==> src/rtl/pingpong_pkg.sv <==
// Shared encodings and width helper for the ping-pong bank buffer.
// Bank states are stored per bank; writer and reader FSMs use their own state types.
package pingpong_pkg;

  typedef enum logic [1:0] {
    EMPTY    = 2'd0,
    READY    = 2'd1,
    DRAINING = 2'd2
  } bank_state_t;

  typedef enum logic {
    W_FILL  = 1'b0,
    W_STALL = 1'b1
  } wr_state_t;

  typedef enum logic {
    R_IDLE  = 1'b0,
    R_DRAIN = 1'b1
  } rd_state_t;

  function automatic int clog2(input int value);
    int r;
    r = 0;
    for (int v = value - 1; v > 0; v = v >> 1) r++;
    return r;
  endfunction

endpackage

==> src/rtl/pp_bank_mem.sv <==
// NBANKS x DEPTH sample store: one synchronous write port, one combinational read port.
// Zero-latency read; no flow control, the caller guarantees write and read target different banks.
module pp_bank_mem
  import pingpong_pkg::*;
#(
  parameter int DATA_W = 16,
  parameter int DEPTH  = 16,
  parameter int NBANKS = 2
) (
  input  logic                      i_clk,
  input  logic                      i_we,
  input  logic [clog2(NBANKS)-1:0]  i_wbank,
  input  logic [clog2(DEPTH)-1:0]   i_widx,
  input  logic [DATA_W-1:0]         i_wdata,
  input  logic [clog2(NBANKS)-1:0]  i_rbank,
  input  logic [clog2(DEPTH)-1:0]   i_ridx,
  output logic [DATA_W-1:0]         o_rdata
);

  logic [DATA_W-1:0] r_mem [NBANKS][DEPTH];

  // Contents survive reset; bank state alone decides what is valid.
  always_ff @(posedge i_clk) begin
    if (i_we) r_mem[i_wbank][i_widx] <= i_wdata;
  end

  assign o_rdata = r_mem[i_rbank][i_ridx];

endmodule

==> src/rtl/pingpong_bank_buffer.sv <==
// N-bank ping-pong sample buffer: fills one bank while a completed bank drains as a valid/ready burst.
// First word 2 edges after bank close; output holds under backpressure, input samples drop when no bank is free.
module pingpong_bank_buffer
  import pingpong_pkg::*;
#(
  parameter int DATA_W = 16,
  parameter int DEPTH  = 16,
  parameter int NBANKS = 2
) (
  input  logic                       sysclk,
  input  logic                       rst,
  input  logic                       in_valid,
  input  logic [DATA_W-1:0]          in_data,
  input  logic                       flush,
  input  logic                       out_ready,
  output logic                       out_valid,
  output logic [DATA_W-1:0]          out_data,
  output logic                       out_last,
  output logic [clog2(NBANKS)-1:0]   out_bank,
  output logic [clog2(NBANKS+1)-1:0] ready_cnt,
  output logic [15:0]                drop_cnt,
  output logic                       overflow,
  input  logic                       clr_stats
);

  localparam int BW = clog2(NBANKS);
  localparam int IW = clog2(DEPTH);
  localparam int LW = IW + 1;
  localparam int CW = clog2(NBANKS + 1);

  bank_state_t       r_bstate [NBANKS];
  logic [LW-1:0]     r_len    [NBANKS];
  wr_state_t         r_wstate, w_wstate_nxt;
  rd_state_t         r_rstate, w_rstate_nxt;
  logic [BW-1:0]     r_wbank, r_rbank, w_wbank_nxt, w_rbank_nxt;
  logic [IW-1:0]     r_widx, r_ridx, w_rd_idx;
  logic              w_wr_ok, w_we, w_close, w_drop;
  logic [LW-1:0]     w_close_len;
  logic              w_start, w_adv, w_done, w_next_last;
  logic [DATA_W-1:0] w_rdata;

  pp_bank_mem #(.DATA_W(DATA_W), .DEPTH(DEPTH), .NBANKS(NBANKS)) u_mem (
    .i_clk   (sysclk),
    .i_we    (w_we),
    .i_wbank (r_wbank),
    .i_widx  (r_widx),
    .i_wdata (in_data),
    .i_rbank (r_rbank),
    .i_ridx  (w_rd_idx),
    .o_rdata (w_rdata)
  );

  assign w_wbank_nxt = (r_wbank == BW'(NBANKS - 1)) ? '0 : r_wbank + BW'(1);
  assign w_rbank_nxt = (r_rbank == BW'(NBANKS - 1)) ? '0 : r_rbank + BW'(1);
  assign w_next_last = (LW'(w_rd_idx) == r_len[r_rbank] - LW'(1));

  always_ff @(posedge sysclk or negedge rst) begin
    if (!rst) begin
      r_wstate <= W_FILL;
      r_rstate <= R_IDLE;
    end else begin
      r_wstate <= w_wstate_nxt;
      r_rstate <= w_rstate_nxt;
    end
  end

  // A stalled writer resumes in the same cycle its bank is seen EMPTY.
  always_comb begin
    w_wstate_nxt = r_wstate;
    w_we         = 1'b0;
    w_close      = 1'b0;
    w_drop       = 1'b0;
    w_close_len  = LW'(r_widx);
    w_wr_ok      = (r_wstate == W_FILL) || (r_bstate[r_wbank] == EMPTY);
    if (w_wr_ok) begin
      w_we         = in_valid;
      w_wstate_nxt = W_FILL;
      if (in_valid && (flush || r_widx == IW'(DEPTH - 1))) begin
        w_close     = 1'b1;
        w_close_len = LW'(r_widx) + LW'(1);
      end else if (flush && r_widx != '0) begin
        w_close = 1'b1;
      end
      if (w_close && r_bstate[w_wbank_nxt] != EMPTY) w_wstate_nxt = W_STALL;
    end else begin
      w_drop = in_valid;
    end
  end

  always_comb begin
    w_rstate_nxt = r_rstate;
    w_start      = 1'b0;
    w_adv        = 1'b0;
    w_done       = 1'b0;
    w_rd_idx     = '0;
    case (r_rstate)
      R_IDLE: begin
        if (r_bstate[r_rbank] == READY) begin
          w_start      = 1'b1;
          w_rstate_nxt = R_DRAIN;
        end
      end
      R_DRAIN: begin
        if (out_ready) begin
          if (out_last) begin
            w_done       = 1'b1;
            w_rstate_nxt = R_IDLE;
          end else begin
            w_adv    = 1'b1;
            w_rd_idx = r_ridx + IW'(1);
          end
        end
      end
      default: w_rstate_nxt = R_IDLE;
    endcase
  end

  // Writer and reader never touch the same bank entry in one cycle.
  always_ff @(posedge sysclk or negedge rst) begin
    if (!rst) begin
      r_wbank   <= '0;
      r_widx    <= '0;
      r_rbank   <= '0;
      r_ridx    <= '0;
      out_valid <= 1'b0;
      out_data  <= '0;
      out_last  <= 1'b0;
      out_bank  <= '0;
      for (int b = 0; b < NBANKS; b++) begin
        r_bstate[b] <= EMPTY;
        r_len[b]    <= '0;
      end
    end else begin
      if (w_close) begin
        r_bstate[r_wbank] <= READY;
        r_len[r_wbank]    <= w_close_len;
        r_wbank           <= w_wbank_nxt;
        r_widx            <= '0;
      end else if (w_we) begin
        r_widx <= r_widx + IW'(1);
      end
      if (w_start) begin
        r_bstate[r_rbank] <= DRAINING;
        out_valid         <= 1'b1;
        out_bank          <= r_rbank;
      end
      if (w_start || w_adv) begin
        r_ridx   <= w_rd_idx;
        out_data <= w_rdata;
        out_last <= w_next_last;
      end
      if (w_done) begin
        r_bstate[r_rbank] <= EMPTY;
        out_valid         <= 1'b0;
        out_last          <= 1'b0;
        r_rbank           <= w_rbank_nxt;
      end
    end
  end

  always_comb begin
    ready_cnt = '0;
    for (int b = 0; b < NBANKS; b++) begin
      if (r_bstate[b] != EMPTY) ready_cnt = ready_cnt + CW'(1);
    end
  end

  always_ff @(posedge sysclk or negedge rst) begin
    if (!rst) begin
      drop_cnt <= '0;
      overflow <= 1'b0;
    end else if (clr_stats) begin
      drop_cnt <= {15'd0, w_drop};
      overflow <= w_drop;
    end else if (w_drop) begin
      overflow <= 1'b1;
      if (drop_cnt != 16'hFFFF) drop_cnt <= drop_cnt + 16'd1;
    end
  end

endmodule

==> config.mk <==
export PLATFORM = sky130hd
export DESIGN_NAME = pingpong_bank_buffer
export DESIGN_NICKNAME = d
export VERILOG_FILES = /design/src/rtl/pingpong_pkg.sv /design/src/rtl/pp_bank_mem.sv /design/src/rtl/pingpong_bank_buffer.sv
export SDC_FILE = /design/constraint.sdc
export NUM_CORES = 1
export LEC_CHECK = 0
export ABC_AREA = 1
export BUFFER_PORTS_ARGS = -buffer_cell sky130_fd_sc_hd__buf_2
export CAP_MARGIN = 0
export CORE_MARGIN = 2
export CORE_UTILIZATION = 45
export CTS_CLUSTER_DIAMETER = 60
export CTS_CLUSTER_SIZE = 30
export DETAILED_ROUTE_END_ITERATION = 8
export HOLD_SLACK_MARGIN = 0.1
export SYNTH_ARGS = -nofsm -noshare
export SYNTH_HDL_FRONTEND = slang
export SYNTH_SLANG_ARGS = --single-unit
==> constraint.sdc <==
create_clock -name sysclk -period 2.5 [get_ports sysclk]
set_input_delay 0.75 -clock sysclk [delete_from_list [all_inputs] [get_ports sysclk]]
set_output_delay 0.75 -clock sysclk [all_outputs]
set_load 0.02 [all_outputs]
# After elaboration in Yosys (flattened, before gate mapping)
# Memory sizes are Yosys's and may differ from the RTL's.
# Cells that the tools add are included.
word_totals:
  regBits: 62
  wordCells: 138
  n_memories: 1
  ram_bits: 512
classes:
  n_addsub: 8
  mux: 66
  n_lt_le_gt_ge: 8
  reduce_logical: 20
  eq_ne: 4
  bitwise_logic: 15
memory_table:
  columns: ["name", "depth", "width", "read_ports", "rd_ports_with_merged_regs", "write_ports", "line_no", "text"]
  rows:
  - ["u_mem.r_mem", 2, 256, 1, 0, 1, "pp_bank_mem.sv:20", "logic [DATA_W-1:0] r_mem [NBANKS][DEPTH];"]
op_table:
  columns: ["op", "n"]
  rows:
  - ["256-bit two-way mux", 1]
  - ["16-bit two-way mux", 6]
  - ["16-bit binary-select mux with 4-bit select", 1]
  - ["16-bit demux with 4-bit select", 1]
  - ["4-bit two-way mux", 8]
  - ["5-bit two-way mux", 6]
  - ["1-bit two-way mux", 26]
  - ["2-bit two-way mux", 12]
  - ["16-bit by 1-bit adder with 16-bit output (second input constant)", 1]
  - ["16-bit != test (second input constant)", 1]
  - ["2-bit nonzero test", 8]
  - ["10-bit bitwise mux", 1]
  - ["5-bit >= comparator (second input constant)", 2]
  - ["4-bit NOT with 5-bit output", 2]
  - ["4-bit by 1-bit adder with 4-bit output (second input constant)", 2]
  - ["2-bit >= comparator (second input constant)", 3]
  - ["1-bit logical AND", 6]
  - ["1-bit NOT with 2-bit output", 3]
  - ["4-bit by 1-bit adder with 5-bit output (second input constant)", 1]
  - ["5-bit demux with 1-bit select", 1]
  - ["4-bit by 5-bit equality test with 1-bit output", 1]
  - ["5-bit by 1-bit less-than comparator with 1-bit output (second input constant)", 1]
  - ["5-bit by 1-bit subtractor with 5-bit output (second input constant)", 1]
  - ["2-bit AND", 2]
  - ["16 further kinds", 24]

# Depth between registers and ports, before layout
depth:
  depth_word: 13
  ltp_mapped: 15
  mapped_depth_nobuf: 13

# Modules after synthesis
# From an unflattened synthesis, not the netlist that was laid out.
hier_totals:
  hier_cells: 2169
  area_unflattened_um2: 24333.3
by_module_without_submodules:
  columns: ["module", "area_per_inst_um2", "cells_per_inst", "n_inst"]
  rows:
  - ["pp_bank_mem", 21047.7, 1789, 1]
  - ["pingpong_bank_buffer", 3285.7, 380, 1]

# Least setup slack after synthesis
# OpenSTA, ideal clock, no wires.
synth_path:
  kind: "input to register"
  start: "input port in_valid"
  end: "memory u_mem.r_mem[0][0] (netlist bit), enable pin"
  slack_ns: 0.249
  path_buffers: 0
  stages: 4
  t_required_ns: 2.112
  arrival_time_ns: 1.863
  path_cell_list: "nand2_1 nor2_1 nand2_1 nor2_1"
synth_between:
  elab_chain_len: 3
synth_lines:
  columns: ["element", "line_no", "text"]
  rows:
  - ["from (decl)", "pingpong_bank_buffer.sv:12", "input logic in_valid,"]
  - ["1-bit two-way mux", "pingpong_bank_buffer.sv:75", "if (w_wr_ok) begin"]
  - ["1-bit two-way mux", "pp_bank_mem.sv:24", "if (i_we) r_mem[i_wbank][i_widx] <= i_wdata;"]
  - ["256-bit two-way mux (implied by the code)", "pp_bank_mem.sv:24", null]
  - ["to (decl)", "pp_bank_mem.sv:20", null]
# Every way passes these cells.

# Worst setup path after layout
layout_path:
  start: "register r_ridx[0]"
  end: "register out_data[4]"
layout_between:
  elab_chain_len: 8
layout_lines:
  columns: ["element", "line_no", "text"]
  rows:
  - ["from (decl)", "pingpong_bank_buffer.sv:36", "logic [IW-1:0] r_widx, r_ridx, w_rd_idx;"]
  - ["from (signal assigned)", "pingpong_bank_buffer.sv:148", "r_ridx <= w_rd_idx;"]
  - ["4-bit by 1-bit adder with 4-bit output", "pingpong_bank_buffer.sv:110", "w_rd_idx = r_ridx + IW'(1);"]
  - ["4-bit two-way mux", "pingpong_bank_buffer.sv:105", "if (out_last) begin"]
  - ["4-bit two-way mux", "pingpong_bank_buffer.sv:104", "if (out_ready) begin"]
  - ["4-bit two-way mux", "pingpong_bank_buffer.sv:96", "case (r_rstate)"]
  - ["4-bit NOT with 5-bit output (implied by the code)", "pp_bank_mem.sv:27", "assign o_rdata = r_mem[i_rbank][i_ridx];"]
  - ["16-bit binary-select mux with 4-bit select", "pp_bank_mem.sv:27", null]
  - ["16-bit two-way mux (implied by the code) (2 in series)", "pp_bank_mem.sv:27", null]
  - ["to (signal assigned)", "pingpong_bank_buffer.sv:149", "out_data <= w_rdata;"]
  - ["to (decl)", "pingpong_bank_buffer.sv:17", "output logic [DATA_W-1:0] out_data,"]
# Every way passes these cells. The select of a mux whose other input is x is not followed.
# A chain may end at the register's enable or synchronous reset.

==> results.cfg <==
[outcome]
status = complete, no violations

[setup_path]
critical_path_peak_fanout = 28
r2r_cells = 11
end_kind = flop
crit_arrival_ns = 2.92
crit_required_ns = 3.04
cp-start-kind = flop
criticalPathCategory = flop to flop

[logic_synthesis]
synth_fp_nets = 2424
syn-cell-area_mm2 = 0.0250
ys_ff_latch = 574
synth_ff_type = edfxtp_1
post_synth.cell_area_avg_um2 = 10.4
synth-seq-area-share_pct = 67.8
syn_inst = 2394
async_reset_ff_share_pct = 10.8
ys.warnings.count = 0
synth.distinct_cells = 33
synth_edf_count = 512

[clocking]
cts_buffers = 42
cts.sinks = 574
htree_levels = 2
clk_latency_ns = 0.61
clock-root-buffer = clkbuf_16
cts_tree = yes
cts_buffer_depth = 3
path_clk_slew_ns = 0.09

[floorplan]
die_w_um = 240
rows = 86
die_area_mm2 = 0.0574
start_util_pct = 45.4
fp.coreArea_mm2 = 0.0550
die_h_um = 240
io_pins = 60

[global_routing]
grt_pass1_wl_um = 102000
antenna_found_initial = 1
grt_max_degree = 62
groute.usage.overall_pct = 24.1
first_global_vias = 16400
grt_overflow = 0

[hold_path]
hold_depth = 2
hold_path_class = flop to flop

[detailed_routing]
drt_pass1_iterations = 6
drt_iter0_markers = 1816
routed-via-count = 17300
wirelength_um = 68400
wl_per_cell_um = 21.1
ant_nets = 0
via_per_inst = 5.34
remaining_drc_errors = 0

[timing]
worstMarginPinSlew_ns = 0.836
post-route-period-util_pct = 95.2
min_period_ns = 2.38
timing.setup.tns_ns = 0
hold_slack_ns = 0.481
final_hold_viol_count = 0
finalMaxSlewViolations = 0
setup_viol = 0
fmax_ghz = 0.420
slew_headroom_pct = 44.1
rsz0062_at_grt = false
skew_ns = 0.0211
worst_slack_ns = 0.119

[layout]
finalNonFillerCells = 3250
final_net_count = 2499
drive_gt1_share_pct = 10.0
num_antenna_cells = 0
stdcell_area_mm2 = 0.0283
syn2layout_area_growth_pct = 13.2
fillers = 4823

[place]
hpwl_um = 42700
dp.cells = 3171
finalWeightedCongestion = 0.898
place_area_mm2 = 0.0268
place_ws_ns = -0.0610
port_buffers = 59

[power]
vdd_drop_max_mv = 0.657
power_density_mw_per_mm2 = 1050
p_leak_uw = 0.0113

[job]
drv_cap = 0
[Yosys cell counts (2+ instances only)]
cell        n  area (µm²)
nand3_1   287        1440
buf_2      74         370
inv_2       7        26.3
xnor2_1     2        17.5
nor3_1      8        40.0
nand2_1   800        3000
buf_4      13        97.6
edfxtp_1  512       15400
dfrtp_1    62        1550
xor2_1     14         123
nand4_1    70         438
nor2_1    129         484
nand2_2     4        25.0
and2_1     36         225
o21ai_1     9        45.0
ha_1        8         100
a22oi_1     2        15.0
clkbuf_1   31         116
buf_1       6        22.5
o21ai_0    72         360
inv_1     188         706
nor2_2      2        12.5
and2_0     42         263
a21oi_1     7        35.0
[critical path: stages (launching register included)]
cell and delay (ns):
dfrtp_1 0.49, ha_1 0.37, inv_1 0.08, nor2_4 0.14
buf_12 0.23, buf_4 0.26, nand3_1 0.10, nand3_1 0.28
nand3_1 0.12, nand2_1 0.09, nand2_1 0.05, nand2_1 0.06
[per-stage QoR]
| step | utilization, % | power [µW] |
|---|---|---|
| 2_1_floorplan | - | 18300 |
| 3_3_place_gp | 48.7 | 22500 |
| 3_5_place_dp | 48.7 | 22600 |
| 4_1_cts | 51.4 | 29800 |
| 5_1_grt | 51.4 | 31300 |
| 6_report | 51.4 | 29700 |
[placed cells by master (no fill, tap or decap), types with 8 or more instances in the layout]
master / netlist / layout
nand2_1: 800 / 799
buf_12: 0 / 36
nand3_1: 287 / 285
and2_1: 36 / 36
nor2_1: 129 / 126
buf_4: 13 / 59
clkbuf_16: 0 / 42
dfrtp_1: 62 / 61
nand4_1: 70 / 70
o21ai_1: 9 / 9
buf_2: 74 / 59
edfxtp_1: 512 / 512
xor2_1: 14 / 14
and2_0: 42 / 42
o21ai_0: 72 / 72
ha_1: 8 / 8
inv_1: 188 / 188
nor3_1: 8 / 8
[flip-flops by register name, indices dropped and copies added (netlist names)]
register     cells
drop_cnt        16
out_bank         1
out_data        16
out_last         1
out_valid        1
overflow         1
r_bstate         4
r_len           10
r_rbank          1
r_ridx           4
r_rstate         1
r_wbank          1
r_widx           4
r_wstate         1
u_mem.r_mem    512
[layer usage]
| metal | up-vias | global-route usage [%] | wire length (µm) |
|---|---|---|---|
| li1 | 8146 | - | - |
| met1 | 8423 | 33.1 | 29000 |
| met4 | 4 | 9.17 | 2330 |
| met5 | - | 0.779 | 69 |
| met2 | 650 | 37.8 | 31200 |
| met3 | 125 | 5.06 | 5870 |
[cell type report]
class | count | area [µm²] | area share, %
Sequential cell | 574 | 16900 | 59.9
Clock inverter | 32 | 385 | 1.36
Multi-Input combinational cell | 1498 | 6730 | 23.8
Tap cell | 748 | 936 | 3.31
Timing Repair Buffer | 156 | 1480 | 5.23
Clock buffer | 45 | 1070 | 3.79
Inverter | 197 | 747 | 2.64
[what timing repair did]
action                                  in CTS  in global routing
hold buffers                                 1                  0
resized for setup                            0                  2
buffers inserted                             0                  1
endpoints found under the setup margin       0                  5
hold endpoints to repair                    14                  0
[cells by family after synthesis]
kind of cell / count (synthesis) / share of synthesized area, %
AOI/OAI and AO/OA: 92 / 1.88
xor gates and xnor gates: 16 / 0.561
adders and majority gates: 8 / 0.401
buffers and inverters: 322 / 5.45
DFF: 574 / 67.8
and+or+nand+nor: 1382 / 23.9
[path summary, 6_finish.rpt]
check	endpoint	from	slack, ns
min in group asynchronous	r_ridx[1]	rst	0.61
setup / recovery	out_data[4]	r_ridx[0]	0.12
hold reg to reg	r_len[6]	r_len[6]	0.48
max in group asynchronous	drop_cnt[8]	rst	1.31
hold / removal	r_len[6]	r_len[6]	0.48
setup reg to reg	out_data[4]	r_ridx[0]	0.12
[report_power, final]
part	internal (µW)	total [µW]	switching (µW)
logic	3310	10900	7590
clock network	3610	7250	3640
registers	11100	11600	511
total	18000	29700	11700
Note: power is estimated with default switching activity, not from simulation.
